## src/rtl/loader_pkg.sv

```systemverilog
// Opcode set, FSM states and error codes shared between the stream loader and the decoder.
// LOADER_CHECKSUM_EN adds the CKSUM state that checks a trailing XOR byte.
package loader_pkg;

    localparam logic [6:0] R_TYPE = 7'b0110011;
    localparam logic [6:0] I_TYPE = 7'b0010011;
    localparam logic [6:0] LW     = 7'b0000011;
    localparam logic [6:0] SW     = 7'b0100011;
    localparam logic [6:0] BR     = 7'b1100011;
    localparam logic [6:0] JAL    = 7'b1101111;
    localparam logic [6:0] JALR   = 7'b1100111;
    localparam logic [6:0] HALT   = 7'b1111111;

    localparam logic [1:0] ERR_NONE     = 2'b00;
    localparam logic [1:0] ERR_ILLEGAL  = 2'b01;
    localparam logic [1:0] ERR_OVERFLOW = 2'b10;
    localparam logic [1:0] ERR_CKSUM    = 2'b11;

    typedef enum logic [2:0] {
        ST_IDLE,
        ST_COLLECT,
        ST_CHECK,
        ST_WRITE,
        ST_DONE,
`ifdef LOADER_CHECKSUM_EN
        ST_ERR,
        ST_CKSUM
`else
        ST_ERR
`endif
    } state_t;

    function automatic logic is_legal_opcode(input logic [6:0] op);
        case (op)
            R_TYPE, I_TYPE, LW, SW, BR, JAL, JALR, HALT: return 1'b1;
            default:                                     return 1'b0;
        endcase
    endfunction

endpackage

```

## src/rtl/loader_byte_assembler.sv

```systemverilog
// Packs accepted bytes little-endian into a 32-bit word; word_full_o pulses with the 4th byte.
// Zero latency on the pulse; the full word is visible in the register the following cycle.
module loader_byte_assembler (
    input  logic        clk,
    input  logic        rst_n,
    input  logic        clear_i,
    input  logic        accept_i,
    input  logic [7:0]  byte_i,
    output logic [31:0] word_o,
    output logic        word_full_o
);

    logic [1:0]  idx_q,  idx_d;
    logic [31:0] word_q, word_d;

    always_comb begin
        idx_d  = idx_q;
        word_d = word_q;
        if (clear_i) begin
            idx_d  = 2'd0;
            word_d = 32'd0;
        end else if (accept_i) begin
            word_d[{idx_q, 3'b000} +: 8] = byte_i;
            idx_d                        = idx_q + 2'd1;
        end
    end

    always_ff @(posedge clk or negedge rst_n) begin
        if (!rst_n) begin
            idx_q  <= 2'd0;
            word_q <= 32'd0;
        end else begin
            idx_q  <= idx_d;
            word_q <= word_d;
        end
    end

    assign word_o      = word_q;
    assign word_full_o = accept_i && !clear_i && (idx_q == 2'd3);

endmodule

```

## src/rtl/instr_stream_loader.sv

```systemverilog
// Streams bytes into instruction memory as checked 32-bit words; core held until HALT is stored.
// Write 2 cycles after the 4th byte; byte_ready low outside COLLECT. LOADER_CHECKSUM_EN adds a trailing XOR byte check.
module instr_stream_loader
    import loader_pkg::*;
#(
    parameter int ADDR_WIDTH = 9,
    parameter int DATA_WIDTH = 32
) (
    input  logic                  clk,
    input  logic                  reset_n,
    input  logic                  start,
    input  logic                  byte_valid,
    input  logic [7:0]            byte_data,
    output logic                  byte_ready,
    output logic                  mem_we,
    output logic [ADDR_WIDTH-1:0] mem_addr,
    output logic [DATA_WIDTH-1:0] mem_wdata,
    output logic                  busy,
    output logic                  done,
    output logic                  error,
    output logic [1:0]            err_code,
    output logic [ADDR_WIDTH:0]   word_count,
    output logic                  cpu_hold
);

    state_t                state_q, state_d;
    logic [ADDR_WIDTH-1:0] addr_q,  addr_d;
    logic [DATA_WIDTH-1:0] wdata_q, wdata_d;
    logic [ADDR_WIDTH:0]   count_q, count_d;
    logic                  done_q,  done_d;
    logic                  error_q, error_d;
    logic [1:0]            err_q,   err_d;
    logic                  armed_q;
    logic                  asm_clear;
    logic                  accept;
    logic                  word_full;
    logic [31:0]           asm_word;
`ifdef LOADER_CHECKSUM_EN
    logic [7:0]            cksum_q, cksum_d;
`endif

    assign accept = byte_valid && (state_q == ST_COLLECT);

    loader_byte_assembler u_asm (
        .clk         (clk),
        .rst_n       (reset_n),
        .clear_i     (asm_clear),
        .accept_i    (accept),
        .byte_i      (byte_data),
        .word_o      (asm_word),
        .word_full_o (word_full)
    );

    always_comb begin
        state_d   = state_q;
        addr_d    = addr_q;
        wdata_d   = wdata_q;
        count_d   = count_q;
        done_d    = done_q;
        error_d   = error_q;
        err_d     = err_q;
        asm_clear = 1'b0;
`ifdef LOADER_CHECKSUM_EN
        cksum_d   = cksum_q;
`endif
        case (state_q)
            ST_IDLE, ST_DONE, ST_ERR: begin
                // armed_q masks a start that lands on the first edge after reset release
                if (start && armed_q) begin
                    state_d   = ST_COLLECT;
                    addr_d    = '0;
                    count_d   = '0;
                    done_d    = 1'b0;
                    error_d   = 1'b0;
                    err_d     = ERR_NONE;
                    asm_clear = 1'b1;
`ifdef LOADER_CHECKSUM_EN
                    cksum_d   = 8'd0;
`endif
                end
            end
            ST_COLLECT: begin
`ifdef LOADER_CHECKSUM_EN
                if (accept) cksum_d = cksum_q ^ byte_data;
`endif
                if (word_full) state_d = ST_CHECK;
            end
            ST_CHECK: begin
                if (is_legal_opcode(asm_word[6:0])) begin
                    state_d = ST_WRITE;
                    wdata_d = asm_word;
                end else begin
                    state_d = ST_ERR;
                    error_d = 1'b1;
                    err_d   = ERR_ILLEGAL;
                end
            end
            ST_WRITE: begin
                count_d = count_q + (ADDR_WIDTH + 1)'(1);
                if (wdata_q[6:0] == HALT) begin
`ifdef LOADER_CHECKSUM_EN
                    state_d = ST_CKSUM;
`else
                    state_d = ST_DONE;
                    done_d  = 1'b1;
`endif
                end else if (&addr_q) begin
                    state_d = ST_ERR;
                    error_d = 1'b1;
                    err_d   = ERR_OVERFLOW;
                end else begin
                    state_d = ST_COLLECT;
                    addr_d  = addr_q + ADDR_WIDTH'(1);
                end
            end
`ifdef LOADER_CHECKSUM_EN
            ST_CKSUM: begin
                if (byte_valid) begin
                    if (byte_data == cksum_q) begin
                        state_d = ST_DONE;
                        done_d  = 1'b1;
                    end else begin
                        state_d = ST_ERR;
                        error_d = 1'b1;
                        err_d   = ERR_CKSUM;
                    end
                end
            end
`endif
            default: state_d = ST_IDLE;
        endcase
    end

    always_ff @(posedge clk or negedge reset_n) begin
        if (!reset_n) begin
            state_q <= ST_IDLE;
            addr_q  <= '0;
            wdata_q <= '0;
            count_q <= '0;
            done_q  <= 1'b0;
            error_q <= 1'b0;
            err_q   <= ERR_NONE;
            armed_q <= 1'b0;
`ifdef LOADER_CHECKSUM_EN
            cksum_q <= 8'd0;
`endif
        end else begin
            state_q <= state_d;
            addr_q  <= addr_d;
            wdata_q <= wdata_d;
            count_q <= count_d;
            done_q  <= done_d;
            error_q <= error_d;
            err_q   <= err_d;
            armed_q <= 1'b1;
`ifdef LOADER_CHECKSUM_EN
            cksum_q <= cksum_d;
`endif
        end
    end

`ifdef LOADER_CHECKSUM_EN
    assign byte_ready = (state_q == ST_COLLECT) || (state_q == ST_CKSUM);
    assign busy       = (state_q == ST_COLLECT) || (state_q == ST_CHECK) ||
                        (state_q == ST_WRITE)   || (state_q == ST_CKSUM);
`else
    assign byte_ready = (state_q == ST_COLLECT);
    assign busy       = (state_q == ST_COLLECT) || (state_q == ST_CHECK) ||
                        (state_q == ST_WRITE);
`endif
    assign mem_we     = (state_q == ST_WRITE);
    assign mem_addr   = addr_q;
    assign mem_wdata  = wdata_q;
    assign done       = done_q;
    assign error      = error_q;
    assign err_code   = err_q;
    assign word_count = count_q;
    assign cpu_hold   = (state_q != ST_DONE);

endmodule

```

## config.mk

```make
export PLATFORM = sky130hd
export DESIGN_NAME = instr_stream_loader
export DESIGN_NICKNAME = d
export VERILOG_FILES = /design/src/rtl/loader_pkg.sv /design/src/rtl/loader_byte_assembler.sv /design/src/rtl/instr_stream_loader.sv
export SDC_FILE = /design/constraint.sdc
export NUM_CORES = 1
export LEC_CHECK = 0
export BUFFER_PORTS_ARGS = -buffer_cell sky130_fd_sc_hd__buf_2
export CORE_MARGIN = 8
export CORE_UTILIZATION = 50
export CTS_BUF_LIST = sky130_fd_sc_hd__clkbuf_16
export DETAILED_ROUTE_END_ITERATION = 16
export PLACE_DENSITY = 0.74
export SLEW_MARGIN = 20
export SYNTH_ARGS = -nofsm -noshare
export SYNTH_HDL_FRONTEND = slang
export SYNTH_SLANG_ARGS = --single-unit
```

## constraint.sdc

```tcl
create_clock -name clk -period 2 [get_ports clk]
set_input_delay 0.6 -clock clk [delete_from_list [all_inputs] [get_ports clk]]
set_output_delay 0.6 -clock clk [all_outputs]
set_load 0.02 [all_outputs]
```

==> impl_metrics.ini, run 1 <==
[sta]
grt_setup_unrepaired = true
fmax_mhz = 491
post-route-period-util = 1.02
hold_viol = 0
maxSlewViolCount = 0
timing.final.ws_setup_ns = -0.0382
finalSetupViolations = 3
setup_tns_ns = -0.0663
maxSlewHeadroom = 0.412
worst_slew_pin_slew_ns = 0.881
period_minus_slack_ns = 2.04
skew_ns = 0.0109

[grt]
antenna_found_initial = 0
first_global_vias = 3086
globalRouteOverflowTotal = 0
grt_pass1_wl_um = 15800
top_usage_layer = met2
met1_usage = 0.223
grt_util_all_layers = 0.173
grt_max_degree = 29
grtUsageMet3 = 0.0450
grtUsageMet2 = 0.270

[worst_setup_path]
cp_slowest_stage_delay_ns = 0.43
reg2reg_to = mem_addr[5]
cpMaxStageDelayCell = dfrtp_2
end_kind = flop
critPathTopFamily = simple AND/OR/NAND/NOR gates
crit_arrival_ns = 2.32
required_ns = 2.28
startpoint_type = flop
reg2reg_depth = 9
critPathBufInv = 0
crit_chain = ha_4, nand2_2, nor2_2, and3_1, ha_2, and4b_1, o211ai_1, or4_1, nand2_1
worstPathMaxFanout = 4
path_class = flop to flop
reg2reg_slack_ns = -0.04
r2r-start = mem_addr[1]

[route]
first_pass_iters = 5
ant_nets = 0
finalWirelength_um = 9720
via_per_inst = 5.62
vias = 3113
drcViolationCount = 0
drtIter0Drc = 134
wl_per_cell_um = 17.5

[floorplan]
die_w_um = 107
boundaryPins = 71
initial_utilization = 0.508
die_y_um = 107
dieArea_sq_um = 11400
core_area_sq_um = 8090
num_rows = 33

[layout]
drive_gt1_frac = 0.381
diodes = 0
finalNetCount = 464
mostFrequentLayoutCell = dfrtp_1
final_cell_mix = 90 x dfrtp_1, 68 x buf_2, 43 x buf_4
fin_util = 0.643
fillCellCount = 629
area_growth_pct = 26.6

[yosys]
ys.flop_type = dfrtp_1
syn_inst = 333
syn-num-nets = 353
synthArstFlopShare = 1.00
ys_top_cells_by_area = dfrtp_1 57%, mux2_4 9.5%, a22o_1 6.6%
netlist_area_sq_um = 4110
synth_area_per_cell_sq_um = 12.3
synth_area_leader_cell = dfrtp_1
synth-seq-cells = 93
yosysTopAreaCellShare = 0.566
seq_area_frac_synth = 0.566
yosys_warnings = 0
synth_edf_count = 0
synth_cell_types = 46

[clock_tree]
cts.clk_slew.worst_paths_ns = 0.07
cts_buffer_depth = 2
cts.sinks = 93
root_buffer = clkbuf_16
cts_tree = built
cts_inserted_buffers = 9
clk_latency_ns = 0.35
hold_buffers = 0
htree_levels = 3

[placed_design]
place_ws_ns = -0.119
io_buffers = 70
place.gp.congestion = 0.783
dpl.hpwl_um = 6930

[power]
seqPwrFrac = 0.392
switching_share = 0.367
internal_power_mw = 4.09
power_density_nw_per_um2 = 1240
fin_total_pwr_mw = 6.47
clkPwrFrac = 0.254
p_leak_nw = 2.76
vdd_drop_max_mv = 0.813
p_switching_mw = 2.38
pwr-share-comb = 0.353

[min_path]
min_path_type = input port to asynchronous set/reset pin

[job]
cap_violations = 0

[run_status]
violations = setup timing
status = finished, violations left
==> final cells by class <==
class / instances / area (sq um) / share of cell area
Clock inverter: 7 / 66.3 / 0.0127
Inverter: 10 / 37.5 / 0.00721
Timing Repair Buffer: 114 / 714 / 0.137
Tap cell: 105 / 131 / 0.0252
Clock buffer: 9 / 225 / 0.0433
Sequential cell: 93 / 2330 / 0.448
Multi-Input combinational cell: 216 / 1700 / 0.327
==> power groups by stage <==
stage               Sequential [mW]  Clock [mW]  Combinational (mW)
finish                         2.54        1.64                2.29
CTS                            2.52        1.67                2.18
global placement               2.53           0                2.09
global route                   2.58        1.76                2.50
floorplan                      2.69           0                1.14
detailed placement             2.55           0                2.13
==> cell usage after synthesis, types with 2 or more instances <==
library cell / n
a21oi_1: 11
a22o_1: 31
a22oi_1: 2
a32o_1: 2
and3_1: 2
buf_2: 2
buf_6: 3
clkbuf_1: 8
dfrtp_1: 93
ha_1: 8
inv_1: 10
mux2_1: 4
mux2_4: 26
mux2i_1: 4
nand2_1: 26
nand2b_1: 6
nand3_1: 10
nand3b_1: 4
nand4_1: 6
nor2_1: 15
nor2b_1: 3
nor3_1: 3
o211ai_1: 6
o21ai_0: 18
o2bb2ai_1: 2
o31ai_1: 5
or3_1: 3
or4_1: 2
==> registers in the layout, indices dropped and copies added (netlist names) <==
register / count
armed_q: 1
done: 1
err_code: 2
error: 1
mem_addr: 9
mem_wdata: 32
state_q: 3
u_asm.idx_q: 2
u_asm.word_o: 32
word_count: 10
==> metal layers <==
layer,vias to the layer above,routed length [um]
li1,1446,-
met1,1544,4120
met2,104,4760
met3,19,602
met4,0,244
met5,-,0
==> cells by family (layout without fill, tap and decap cells) <==
kind of cell,Yosys count,count (layout),synth area share
xor+xnor,1,1,0.00213
simple gates,89,89,0.116
buf+inv,24,140,0.0289
flops,93,93,0.566
compound gates,83,83,0.146
fa+ha+maj,8,8,0.0243
other cells,1,1,0.000912
mux,34,34,0.116
==> stage by stage <==
stage | area (sq um) | hold slack [ns] | instances
after CTS | 5150 | 0.170 | 548
after detailed placement | 4820 | 0.466 | 532
after global placement | 4820 | 0.456 | 532
after floorplan | 4130 | 0.304 | 333
final | 5210 | 0.158 | 554
after global routing | 5210 | 0.178 | 554
==> timing repair <==
action                                  in CTS  in global routing
resized for setup                           15                  6
setup buffers                                0                  5
endpoints found under the setup margin      36                  7
gates cloned                                 0                  1
endpoints found under the hold margin        0                  0
pin swaps                                    2                  7
==> worst max path at each step <==
stage | start | endpoint | slack, ns | cells after the start
global route | mem_addr[1] | mem_addr[7] | -0.13 | 9
global placement | u_asm.word_o[2] | mem_wdata[12] | -0.08 | 5
finish | mem_addr[1] | mem_addr[5] | -0.04 | 9
CTS | mem_addr[1] | mem_addr[7] | -0.08 | 9
detailed placement | u_asm.word_o[3] | mem_wdata[26] | -0.12 | 5
floorplan | mem_addr[0] | mem_addr[5] | -0.004 | 9
==> worst reg2reg max path: stages (launching register included) <==
cell      delay, ns
dfrtp_2        0.43
ha_4           0.18
nand2_2        0.06
nor2_2         0.04
and3_1         0.17
ha_2           0.18
and4b_1        0.25
o211ai_1       0.16
or4_1          0.44
nand2_1        0.08
(Power assumes the default switching activity.)
==> inputs of run 2 (changes only) <==
CORE_UTILIZATION = 47   (was 50)
PLACE_DENSITY = 0.7   (was 0.74)
==> run 2 against run 1 <==
Compared with the run above:
- the flow still finishes with violations (setup timing)
- clock skew is 0.0012 ns lower
- setup slack better by 0.025 ns
- final cell count is 0.72% higher
- count of clock-buffer cells in the layout stayed put
- core utilization is 2.7 points lower
- final area is 1.7% higher
- sequential cell count stayed put
- global-route usage is 0.070 points higher
- first-iteration DRC count is 51% higher
- sequential power hardly changed
- sequential share of layout area is 0.72 points lower
- critical path type unchanged
- largest cell class unchanged
- largest power group unchanged
- highest routed layer unchanged
==> impl_metrics.ini, run 2 (synthesis results as in run 1) <==
[layout]
final_cell_mix = 89 x dfrtp_1, 69 x buf_2, 40 x buf_4
fin_util = 0.616
final_area_sq_um = 5290
mostFrequentLayoutCell = dfrtp_1
finalNetCount = 465
diodes = 0
area_growth_pct = 28.8
drive_gt1_frac = 0.398
final_cells = 558
fillCellCount = 695

[clock_tree]
root_buffer = clkbuf_16
cts.sinks = 93
cts_tree = built
cts_inserted_buffers = 9
cts_buffer_depth = 2
cts.clk_slew.worst_paths_ns = 0.07
htree_levels = 3
clk_latency_ns = 0.34
hold_buffers = 0

[sta]
worst_slew_pin_slew_ns = 0.689
maxSlewViolCount = 0
skew_ns = 0.00967
timing.final.ws_setup_ns = -0.0130
post-route-period-util = 1.01
maxSlewHeadroom = 0.541
fmax_mhz = 497
finalSetupViolations = 1
hold_viol = 0
period_minus_slack_ns = 2.01
grt_setup_unrepaired = true
hold_slack_ns = 0.222

[worst_setup_path]
reg2reg_slack_ns = -0.01
path_common_cell = ha_4
reg2reg_depth = 9
startpoint_type = flop
crit_path_start = mem_addr[0]
r2r-start = mem_addr[0]
cpMaxStageDelayCell = dfrtp_2
path_class = flop to flop
cp_slowest_stage_delay_ns = 0.43
required_ns = 2.27
crit_arrival_ns = 2.28
end_kind = flop
endpoint = mem_addr[7]
worstPathMaxFanout = 4
crit_chain = ha_4, nand2_2, nor2_2, and3_4, ha_4, and4b_1, o211ai_1, or3_1, a21oi_2
reg2reg_to = mem_addr[7]

[run_status]
status = finished, violations left
violations = setup timing

[placed_design]
dpl.hpwl_um = 7190
placed_cells = 536
placed_area_sq_um = 4850
io_buffers = 70
place.gp.congestion = 0.807

[floorplan]
die_y_um = 110
dieArea_sq_um = 12000
num_rows = 34
core_area_sq_um = 8590
boundaryPins = 71
die_w_um = 110
initial_utilization = 0.478

[route]
finalWirelength_um = 10000
vias = 3092
wl_per_cell_um = 18.0
via_per_inst = 5.54
drcViolationCount = 0
drtIter0Drc = 203
ant_nets = 0
first_pass_iters = 4

[grt]
antenna_found_initial = 0
first_global_vias = 3232
grt_pass1_wl_um = 16500
grt_max_degree = 59
globalRouteOverflowTotal = 0
grt_util_all_layers = 0.174

[power]
p_leak_nw = 2.77
vdd_drop_max_mv = 0.612
fin_total_pwr_mw = 6.52
power_density_nw_per_um2 = 1230

[job]
cap_violations = 0

[min_path]
min_path_type = input port to asynchronous set/reset pin
-- run 2: critical path: cells and delay by family, from the launching register on --
family / cells / cell delay [ns]
fa+ha+maj: 2 / 0.32
flops: 1 / 0.43
simple gates: 5 / 0.92
compound gates: 2 / 0.28
-- run 2: final cells by class --
| cell class | instances | area (sq um) | share of cell area |
|---|---|---|---|
| Clock buffer | 9 | 225 | 0.0425 |
| Clock inverter | 7 | 62.6 | 0.0118 |
| Inverter | 10 | 37.5 | 0.00709 |
| Multi-Input combinational cell | 216 | 1740 | 0.328 |
| Sequential cell | 93 | 2330 | 0.441 |
| Tap cell | 108 | 135 | 0.0255 |
| Timing Repair Buffer | 115 | 764 | 0.144 |
-- run 2: metrics by stage --
step / worst slack, ns / setup TNS (ns)
6_report: -0.0130 / -0.0130
4_1_cts: -0.0482 / -0.0906
3_5_place_dp: -0.145 / -3.41
3_3_place_gp: -0.0830 / -1.99
2_1_floorplan: -0.00381 / -0.00381
5_1_grt: -0.107 / -0.575
-- run 2: per-layer routing --
metal	vias up	GRT usage	wire length [um]
li1	1446	-	-
met1	1530	0.230	4450
met2	95	0.275	4810
met3	21	0.0375	504
met4	0	0.0656	259
met5	-	0	0
-- run 2: worst min path at each step --
stage | slack, ns | startpoint | to
detailed placement | 0.47 | u_asm.word_o[31] | u_asm.word_o[31]
global route | 0.23 | reset_n | u_asm.word_o[12]
finish | 0.22 | reset_n | mem_wdata[13]
floorplan | 0.30 | reset_n | armed_q
CTS | 0.23 | reset_n | mem_wdata[13]
global placement | 0.45 | word_count[9] | word_count[9]
-- run 2: timing repair --
| item | in CTS | in global routing |
|---|---|---|
| buffers inserted | 1 | 4 |
| endpoints found under the setup margin | 36 | 29 |
| cloned | 1 | 0 |
| resized for setup | 8 | 19 |
| hold endpoints to repair | 0 | 0 |
| pin swaps | 1 | 10 |
-- run 2: power by group --
group | switching, mW | internal (mW)
clock | 0.769 | 0.872
sequential | 0.321 | 2.24
combinational | 1.32 | 0.994
total | 2.41 | 4.11
